**src/rtl/io_pkg.sv**
```systemverilog
// io_pkg: register map, status bit layout and shared RDY/OVR update rule for io_responder.
package io_pkg;
  localparam logic [15:0] IO_KDATA = 16'hF000;
  localparam logic [15:0] IO_KCTRL = 16'hF004;
  localparam logic [15:0] IO_SDATA = 16'hF010;
  localparam logic [15:0] IO_SCTRL = 16'hF014;
  localparam logic [15:0] IO_LEDR  = 16'hF800;
  localparam logic [15:0] IO_LEDG  = 16'hF804;
  localparam logic [15:0] IO_HEX   = 16'hF808;
  localparam logic [15:0] IO_TCNT  = 16'hFC00;
  localparam logic [15:0] IO_TLIM  = 16'hFC04;
  localparam logic [15:0] IO_TCTL  = 16'hFC08;
  localparam int RDY_BIT = 0;
  localparam int OVR_BIT = 2;
  localparam logic [15:0] IO_UNMAPPED = 16'hDEAD;
  localparam logic [3:0] KEY_RST = 4'hF;
  localparam logic [9:0] SW_RST = 10'h000;
  typedef struct packed {
    logic ovr;
    logic rdy;
  } status_t;
  // A write of 0 clears a flag; a same-cycle event still wins and sets RDY.
  function automatic status_t status_next(input status_t s, input logic wr,
                                          input logic w_rdy, input logic w_ovr,
                                          input logic ev);
    status_t n;
    n.rdy = ev | (s.rdy & ~(wr & ~w_rdy));
    n.ovr = (ev & s.rdy) | (s.ovr & ~(wr & ~w_ovr));
    return n;
  endfunction
  function automatic logic [15:0] status_word(input status_t s);
    logic [15:0] w;
    w = '0;
    w[RDY_BIT] = s.rdy;
    w[OVR_BIT] = s.ovr;
    return w;
  endfunction
endpackage

```
**src/rtl/io_responder_hex7seg.sv**
```systemverilog
// hex7seg: 4-bit value to active-low seven-segment pattern (gfedcba), digits 0-F.
module hex7seg (
  input  logic [3:0] d,
  output logic [6:0] seg
);
  always_comb begin
    case (d)
      4'h0: seg = 7'b1000000;
      4'h1: seg = 7'b1111001;
      4'h2: seg = 7'b0100100;
      4'h3: seg = 7'b0110000;
      4'h4: seg = 7'b0011001;
      4'h5: seg = 7'b0010010;
      4'h6: seg = 7'b0000010;
      4'h7: seg = 7'b1111000;
      4'h8: seg = 7'b0000000;
      4'h9: seg = 7'b0010000;
      4'hA: seg = 7'b0001000;
      4'hB: seg = 7'b0000011;
      4'hC: seg = 7'b1000110;
      4'hD: seg = 7'b0100001;
      4'hE: seg = 7'b0000110;
      default: seg = 7'b0001110;
    endcase
  end
endmodule

```
**src/rtl/io_responder.sv**
```systemverilog
// io_responder: memory-mapped KEY/SW/LED/HEX/timer device registers on the processor data bus.
module io_responder
  import io_pkg::*;
#(
  parameter int DBITS = 16,
  parameter int TICK_CYCLES = 50000
) (
  input  logic             clk,
  input  logic             resetn,
  input  logic [DBITS-1:0] addr,
  input  logic [DBITS-1:0] din,
  input  logic             we,
  output logic [DBITS-1:0] dout,
  output logic             hit,
  input  logic [3:0]       key,
  input  logic [9:0]       sw,
  output logic [9:0]       ledr,
  output logic [7:0]       ledg,
  output logic [6:0]       hex0,
  output logic [6:0]       hex1,
  output logic [6:0]       hex2,
  output logic [6:0]       hex3
);
  localparam int PW = $clog2(TICK_CYCLES);
  localparam logic [PW-1:0] PMAX = PW'(TICK_CYCLES - 1);
  logic [3:0] key_m, key_s, key_p;
  logic [9:0] sw_m, sw_s, sw_p;
  status_t kst, sst, tst;
  logic [DBITS-1:0] hex_r, tcnt, tlim;
  logic [PW-1:0] pre;
  logic wr_kctrl, wr_sctrl, wr_tctl, wr_tcnt, tick, t_wrap;
  assign wr_kctrl = we & (addr == IO_KCTRL);
  assign wr_sctrl = we & (addr == IO_SCTRL);
  assign wr_tctl  = we & (addr == IO_TCTL);
  assign wr_tcnt  = we & (addr == IO_TCNT);
  assign tick     = pre == PMAX;
  assign t_wrap   = (tlim != '0) && (tcnt == tlim - 1'b1);
  always_ff @(posedge clk or negedge resetn) begin
    if (!resetn) begin
      key_m <= KEY_RST;
      key_s <= KEY_RST;
      key_p <= KEY_RST;
      sw_m  <= SW_RST;
      sw_s  <= SW_RST;
      sw_p  <= SW_RST;
      kst   <= '0;
      sst   <= '0;
      tst   <= '0;
      ledr  <= '0;
      ledg  <= '0;
      hex_r <= '0;
      tcnt  <= '0;
      tlim  <= '0;
      pre   <= '0;
    end else begin
      key_m <= key;
      key_s <= key_m;
      key_p <= key_s;
      sw_m  <= sw;
      sw_s  <= sw_m;
      sw_p  <= sw_s;
      kst   <= status_next(kst, wr_kctrl, din[RDY_BIT], din[OVR_BIT], key_s != key_p);
      sst   <= status_next(sst, wr_sctrl, din[RDY_BIT], din[OVR_BIT], sw_s != sw_p);
      // A TCNT write on a tick cycle suppresses the limit event.
      tst   <= status_next(tst, wr_tctl, din[RDY_BIT], din[OVR_BIT], tick & t_wrap & ~wr_tcnt);
      if (we && addr == IO_LEDR) ledr <= din[9:0];
      if (we && addr == IO_LEDG) ledg <= din[7:0];
      if (we && addr == IO_HEX) hex_r <= din;
      if (we && addr == IO_TLIM) tlim <= din;
      pre  <= (wr_tcnt || tick) ? '0 : pre + 1'b1;
      tcnt <= wr_tcnt ? din : tick ? (t_wrap ? '0 : tcnt + 1'b1) : tcnt;
    end
  end
  always_comb begin
    hit  = 1'b1;
    dout = '0;
    case (addr)
      IO_KDATA: dout = DBITS'(key_s);
      IO_KCTRL: dout = status_word(kst);
      IO_SDATA: dout = DBITS'(sw_s);
      IO_SCTRL: dout = status_word(sst);
      IO_LEDR:  dout = DBITS'(ledr);
      IO_LEDG:  dout = DBITS'(ledg);
      IO_HEX:   dout = hex_r;
      IO_TCNT:  dout = tcnt;
      IO_TLIM:  dout = tlim;
      IO_TCTL:  dout = status_word(tst);
      default: begin
        hit  = 1'b0;
        dout = IO_UNMAPPED;
      end
    endcase
  end
  hex7seg u_hex0 (.d(hex_r[3:0]),   .seg(hex0));
  hex7seg u_hex1 (.d(hex_r[7:4]),   .seg(hex1));
  hex7seg u_hex2 (.d(hex_r[11:8]),  .seg(hex2));
  hex7seg u_hex3 (.d(hex_r[15:12]), .seg(hex3));
endmodule

```
**config.mk**
```make
export PLATFORM = sky130hd
export DESIGN_NAME = io_responder
export DESIGN_NICKNAME = d
export VERILOG_FILES = /design/src/rtl/io_pkg.sv /design/src/rtl/io_responder_hex7seg.sv /design/src/rtl/io_responder.sv
export SDC_FILE = /design/constraint.sdc
export NUM_CORES = 1
export LEC_CHECK = 0
export BUFFER_PORTS_ARGS = -buffer_cell sky130_fd_sc_hd__buf_2
export CORE_ASPECT_RATIO = 0.9
export CORE_MARGIN = 4
export CORE_UTILIZATION = 50
export CTS_CLUSTER_SIZE = 16
export DETAILED_ROUTE_END_ITERATION = 10
export PLACE_DENSITY_LB_ADDON = 0.05
export SYNTH_ARGS = -nofsm -noshare
export SYNTH_HDL_FRONTEND = slang
export SYNTH_SLANG_ARGS = --single-unit
```
**constraint.sdc**
```tcl
create_clock -name clk -period 3.5 [get_ports clk]
set_clock_uncertainty 0.2 [all_clocks]
set_input_delay 0.175 -clock clk [delete_from_list [all_inputs] [get_ports clk]]
set_output_delay 0.175 -clock clk [all_outputs]
set_load 0.02 [all_outputs]
```
==> summary.md <==
The tools report the number of pins with negative max-slew slack in the final report as 0. After clock tree synthesis, the setup repair step added 0 buffers. The logs give 537 for the DRC violation total after the first TritonRoute iteration and 0 for the final routed DRC violation total. For the hold violation total from the final report, the log shows 0. The logs give 6381 for the via count of the first global-routing pass and 0 for the max capacitance violation total. The critical path goes through inv_1, ha_1, or4b_1, nor4_1, xnor2_1, nor4b_4, nand4b_2, a21oi_1, a21oi_1.

In this run the worst hold path is classified as primary input to flop. The final critical path takes up 93.49% of the cycle. The die boundary width is 137.6 µm, and the antenna diode instance count is 0. Setup repair after global routing left no endpoint under its margin.

TritonCTS built the clock tree. Synthesis instantiated 65 different standard cells from the library. The run finished with clean final reports. The sequential cells in the finished layout cover a total of 0.003268 mm².

The run gives 62.26% as the core utilization of the finished layout. In this run the static leakage power is 4.222 nW. Flip-flop and latch count after synthesis: 130. For this design the top-level I/O count stands at 112. Counting the buffers created by CTS gives 17. STA puts the critical path data required time at 3.61 ns. In the routed layout, each cell is associated on average with a via count of 5.888. Counting tap cells, the placed design contains a total of 1054 instances. In this run the tightest slew margin relative to its limit is 47.38%. The run gives 0.42 ns as the clock network latency to the later pin of the worst-skew pair. The worst setup timing slack at the placement stage was 0.1552 ns; the number of enable flip-flop cells after synthesis was 0.

For this run, the post-layout net count is 986. For this configuration, the core starts out at a cell density of 51.21%. After layout, the worst setup slack is 0.2280 ns.

The synthesis-to-finish area growth is 21.58%. The floorplan step defined a core boundary enclosing 0.01477 mm². The tools report the type of element capturing the critical path as a flop. The tools report the count of antenna-violating nets left after detailed routing as 0. The first detailed-routing pass took 5 iterations.

After clock tree synthesis, the clock-pin slew on the worst setup and hold paths is 0.06 ns. Averaged over all synthesized cells, the footprint is 9.646 µm². In this run the tool buffered the top-level ports with 111 buffer cells. The worst IR drop on VDD is 393.2 µV, and the internal reg-to-reg setup slack is 0.23 ns. The maximum root-to-sink buffer count came out at 2. The tools report the die area as 0.01716 mm². The cell type with the highest occurrence count on the critical path was sky130_fd_sc_hd__a21oi_1. The routed layout has 6595 vias.

The synthesized cell area was 0.007562 mm²; the post-detailed-route wirelength per cell was 18.66 µm. The last weighted congestion value of the routability-driven placer was 0.9222. The pin slew with the least headroom to its limit came out at 0.7894 ns.

The slowest stage of the critical path is the sky130_fd_sc_hd__or4b_1 cell. The logs give 0 for the number of antenna violations at the first check in global routing and 0.004024 mm² for the area of the multi-input gates. The fmax was 305.6 MHz; the fraction of synthesis flops using an asynchronous set or reset pin was 100.0%. The floorplan step set the die height to 124.7 µm. The H-tree depth reported by CTS was 4; the share of the yosys chip area belonging to registers was 43.22%. The cell at the root of the clock tree is sky130_fd_sc_hd__clkbuf_16. The tools report the kind of start point of the critical path as a flop. Counting the fill cells in the layout gives 1222. The sink count of the clock tree was 130. Synthesis produced 784 cells.

Counting I/O delays and the setup requirement, the final critical path takes 3.272 ns. For this run, the slowest stage of the critical path takes 0.54 ns. In the final timing run, aggregate negative setup slack is 0 ns. Power comes to 3.496 mW.

Setup violations remaining at the end of the flow were counted as 0. For the overall routing resource usage, the log shows 24.92%. The class of the most critical setup path is flop to flop. The total number of yosys warnings was 0; the highest net fanout along the worst path was 13. The total nets after synthesis was 861.

After global routing the overflow that remains totals 0. The floorplan has 42 rows. The commonest register cell after synthesis is sky130_fd_sc_hd__dfrtp_1.

Of the cells placed in the final design, the portion with a size suffix greater than 1 is 25.92%. The wire-length estimate of the detail-placed layout is 14.80 mm. Data arrival time of the critical path: 3.38 ns. The first global-routing pass estimated 33.84 mm of wire.

For this run, the number of standard cells in the final layout without fillers is 1120. Power spread over the standard cell area amounts to 380.2 mW/mm². The run gives 67 as the pin count of the biggest net entering global routing. The routed design has 20.90 mm of wire.
## state kept, by name, summed over array words and instances, names as in the netlist
name,cells
hex_r,16
pre,16
tcnt,16
tlim,16
ledr,10
sw_m,10
sw_p,10
sw_s,10
ledg,8
key_m,4
key_p,4
key_s,4
kst,2
sst,2
tst,2
## cell families after synthesis
logic type      synth area share [%]
simple gates                   19.59
xor+xnor                       5.443
flops                          43.22
fa+ha+maj                      4.633
mux                            9.265
buf+inv                        4.020
compound gates                 13.83
## metrics by stage
| stage | hold slack [ns] | cell area [µm²] |
|---|---|---|
| finish | 0.08093 | 9194 |
| global route | 0.1052 | 9194 |
| CTS | 0.05825 | 9165 |
| detailed placement | 0.08153 | 8254 |
| global placement | 0.07987 | 8254 |
| floorplan | -0.3206 | 7562 |
## routing by layer
metal | global-route usage, % | vias to the layer above | part of all wire (%)
li1 | - | 3072 | -
met1 | 36.34 | 3242 | 45
met2 | 38.06 | 252 | 47
met3 | 5.452 | 29 | 6.6
met4 | 5.575 | 0 | 1.3
met5 | 0 | - | 0
## synth_stat cells, types with 4 or more instances
| cell | instances | area (µm²) |
|---|---|---|
| sky130_fd_sc_hd__dfrtp_1 | 118 | 2953 |
| sky130_fd_sc_hd__nand2_1 | 87 | 326.6 |
| sky130_fd_sc_hd__mux2_2 | 54 | 608.1 |
| sky130_fd_sc_hd__nor2_1 | 53 | 198.9 |
| sky130_fd_sc_hd__a21oi_1 | 43 | 215.2 |
| sky130_fd_sc_hd__o21ai_0 | 42 | 210.2 |
| sky130_fd_sc_hd__clkbuf_1 | 41 | 153.9 |
| sky130_fd_sc_hd__nand3_1 | 39 | 195.2 |
| sky130_fd_sc_hd__ha_1 | 28 | 350.3 |
| sky130_fd_sc_hd__xor2_1 | 28 | 245.2 |
| sky130_fd_sc_hd__inv_1 | 20 | 75.07 |
| sky130_fd_sc_hd__xnor2_1 | 19 | 166.4 |
| sky130_fd_sc_hd__and3_1 | 16 | 100.1 |
| sky130_fd_sc_hd__a221oi_1 | 14 | 122.6 |
| sky130_fd_sc_hd__nor4_1 | 13 | 81.33 |
| sky130_fd_sc_hd__dfstp_2 | 12 | 315.3 |
| sky130_fd_sc_hd__nor3_1 | 12 | 60.06 |
| sky130_fd_sc_hd__nand2b_1 | 10 | 62.56 |
| sky130_fd_sc_hd__a22oi_1 | 8 | 60.06 |
| sky130_fd_sc_hd__nor2b_1 | 8 | 50.05 |
| sky130_fd_sc_hd__o211ai_1 | 8 | 60.06 |
| sky130_fd_sc_hd__a32oi_1 | 7 | 61.31 |
| sky130_fd_sc_hd__mux2i_1 | 7 | 70.07 |
| sky130_fd_sc_hd__a31oi_1 | 6 | 37.54 |
| sky130_fd_sc_hd__and2_1 | 6 | 37.54 |
| sky130_fd_sc_hd__nand4_1 | 6 | 37.54 |
| sky130_fd_sc_hd__nor3b_1 | 6 | 45.04 |
| sky130_fd_sc_hd__and4_1 | 5 | 43.79 |
| sky130_fd_sc_hd__a22o_1 | 4 | 35.03 |
| sky130_fd_sc_hd__buf_1 | 4 | 15.01 |
| sky130_fd_sc_hd__buf_6 | 4 | 45.04 |
| sky130_fd_sc_hd__nand3b_1 | 4 | 30.03 |
## cell type report
cell class | instances | area share (%)
clock inverters | 14 | 1.415
flip-flops and latches | 130 | 35.55
multi-input cells | 583 | 43.77
clock buffers | 18 | 4.899
inverters | 20 | 0.8165
repair buffers | 157 | 10.86
well taps | 198 | 2.695
## path summary, 6_finish.rpt
| check | start | end | depth (start not counted) |
|---|---|---|---|
| setup / recovery | tlim[0] | tcnt[12] | 9 |
| hold / removal | addr[2] | kst[1] | 4 |
| setup reg to reg | tlim[0] | tcnt[12] | 9 |
| hold reg to reg | sw_m[9] | sw_s[9] | 0 |
| max in group asynchronous | resetn | ledg[5] | 3 |
| min in group asynchronous | resetn | pre[14] | 2 |
## placed cells by master (no fill, tap or decap), types with 5 or more instances in the layout
master and n:
sky130_fd_sc_hd__xnor2_1 19, sky130_fd_sc_hd__nand2_1 87, sky130_fd_sc_hd__inv_6 5, sky130_fd_sc_hd__xor2_1 28
sky130_fd_sc_hd__o21ai_0 42, sky130_fd_sc_hd__nor3b_1 5, sky130_fd_sc_hd__and4_1 5, sky130_fd_sc_hd__mux2_2 54
sky130_fd_sc_hd__inv_8 5, sky130_fd_sc_hd__nor2_1 53, sky130_fd_sc_hd__and3_1 16, sky130_fd_sc_hd__nand4_1 6
sky130_fd_sc_hd__nand2b_1 10, sky130_fd_sc_hd__nor4_1 13, sky130_fd_sc_hd__a32oi_1 7, sky130_fd_sc_hd__buf_2 110
sky130_fd_sc_hd__dlygate4sd3_1 33, sky130_fd_sc_hd__inv_1 20, sky130_fd_sc_hd__and2_1 6, sky130_fd_sc_hd__o211ai_1 8
sky130_fd_sc_hd__a31oi_1 6, sky130_fd_sc_hd__a21oi_1 43, sky130_fd_sc_hd__ha_1 28, sky130_fd_sc_hd__dfstp_2 12
sky130_fd_sc_hd__mux2i_1 7, sky130_fd_sc_hd__nor2b_1 8, sky130_fd_sc_hd__a22oi_1 8, sky130_fd_sc_hd__nor3_1 11
sky130_fd_sc_hd__dfrtp_1 118, sky130_fd_sc_hd__buf_4 13, sky130_fd_sc_hd__clkbuf_16 18, sky130_fd_sc_hd__a221oi_1 14
sky130_fd_sc_hd__nand3_1 39
## power breakdown
| group | switching (mW) | total [mW] | internal (mW) |
|---|---|---|---|
| sequential | 0.0336 | 1.58 | 1.55 |
| combinational | 0.0961 | 0.174 | 0.0784 |
| clock | 0.758 | 1.74 | 0.984 |
## repair_timing
action                                 in CTS  in global routing
endpoints found under the hold margin     138                  0
hold buffers                               33                  0
resized for setup                           0                  2
setup endpoints to repair                   0                  6
## worst max-delay path, delay by kind of cell (launching register included)
kind | cells | cell delay, ns
adders and majority gates | 1 | 0.23
AOI/OAI and AO/OA | 2 | 0.32
DFF | 1 | 0.44
xor gates and xnor gates | 1 | 0.20
buffers and inverters | 1 | 0.10
and+or+nand+nor | 4 | 1.67
(Power assumes the default switching activity.)
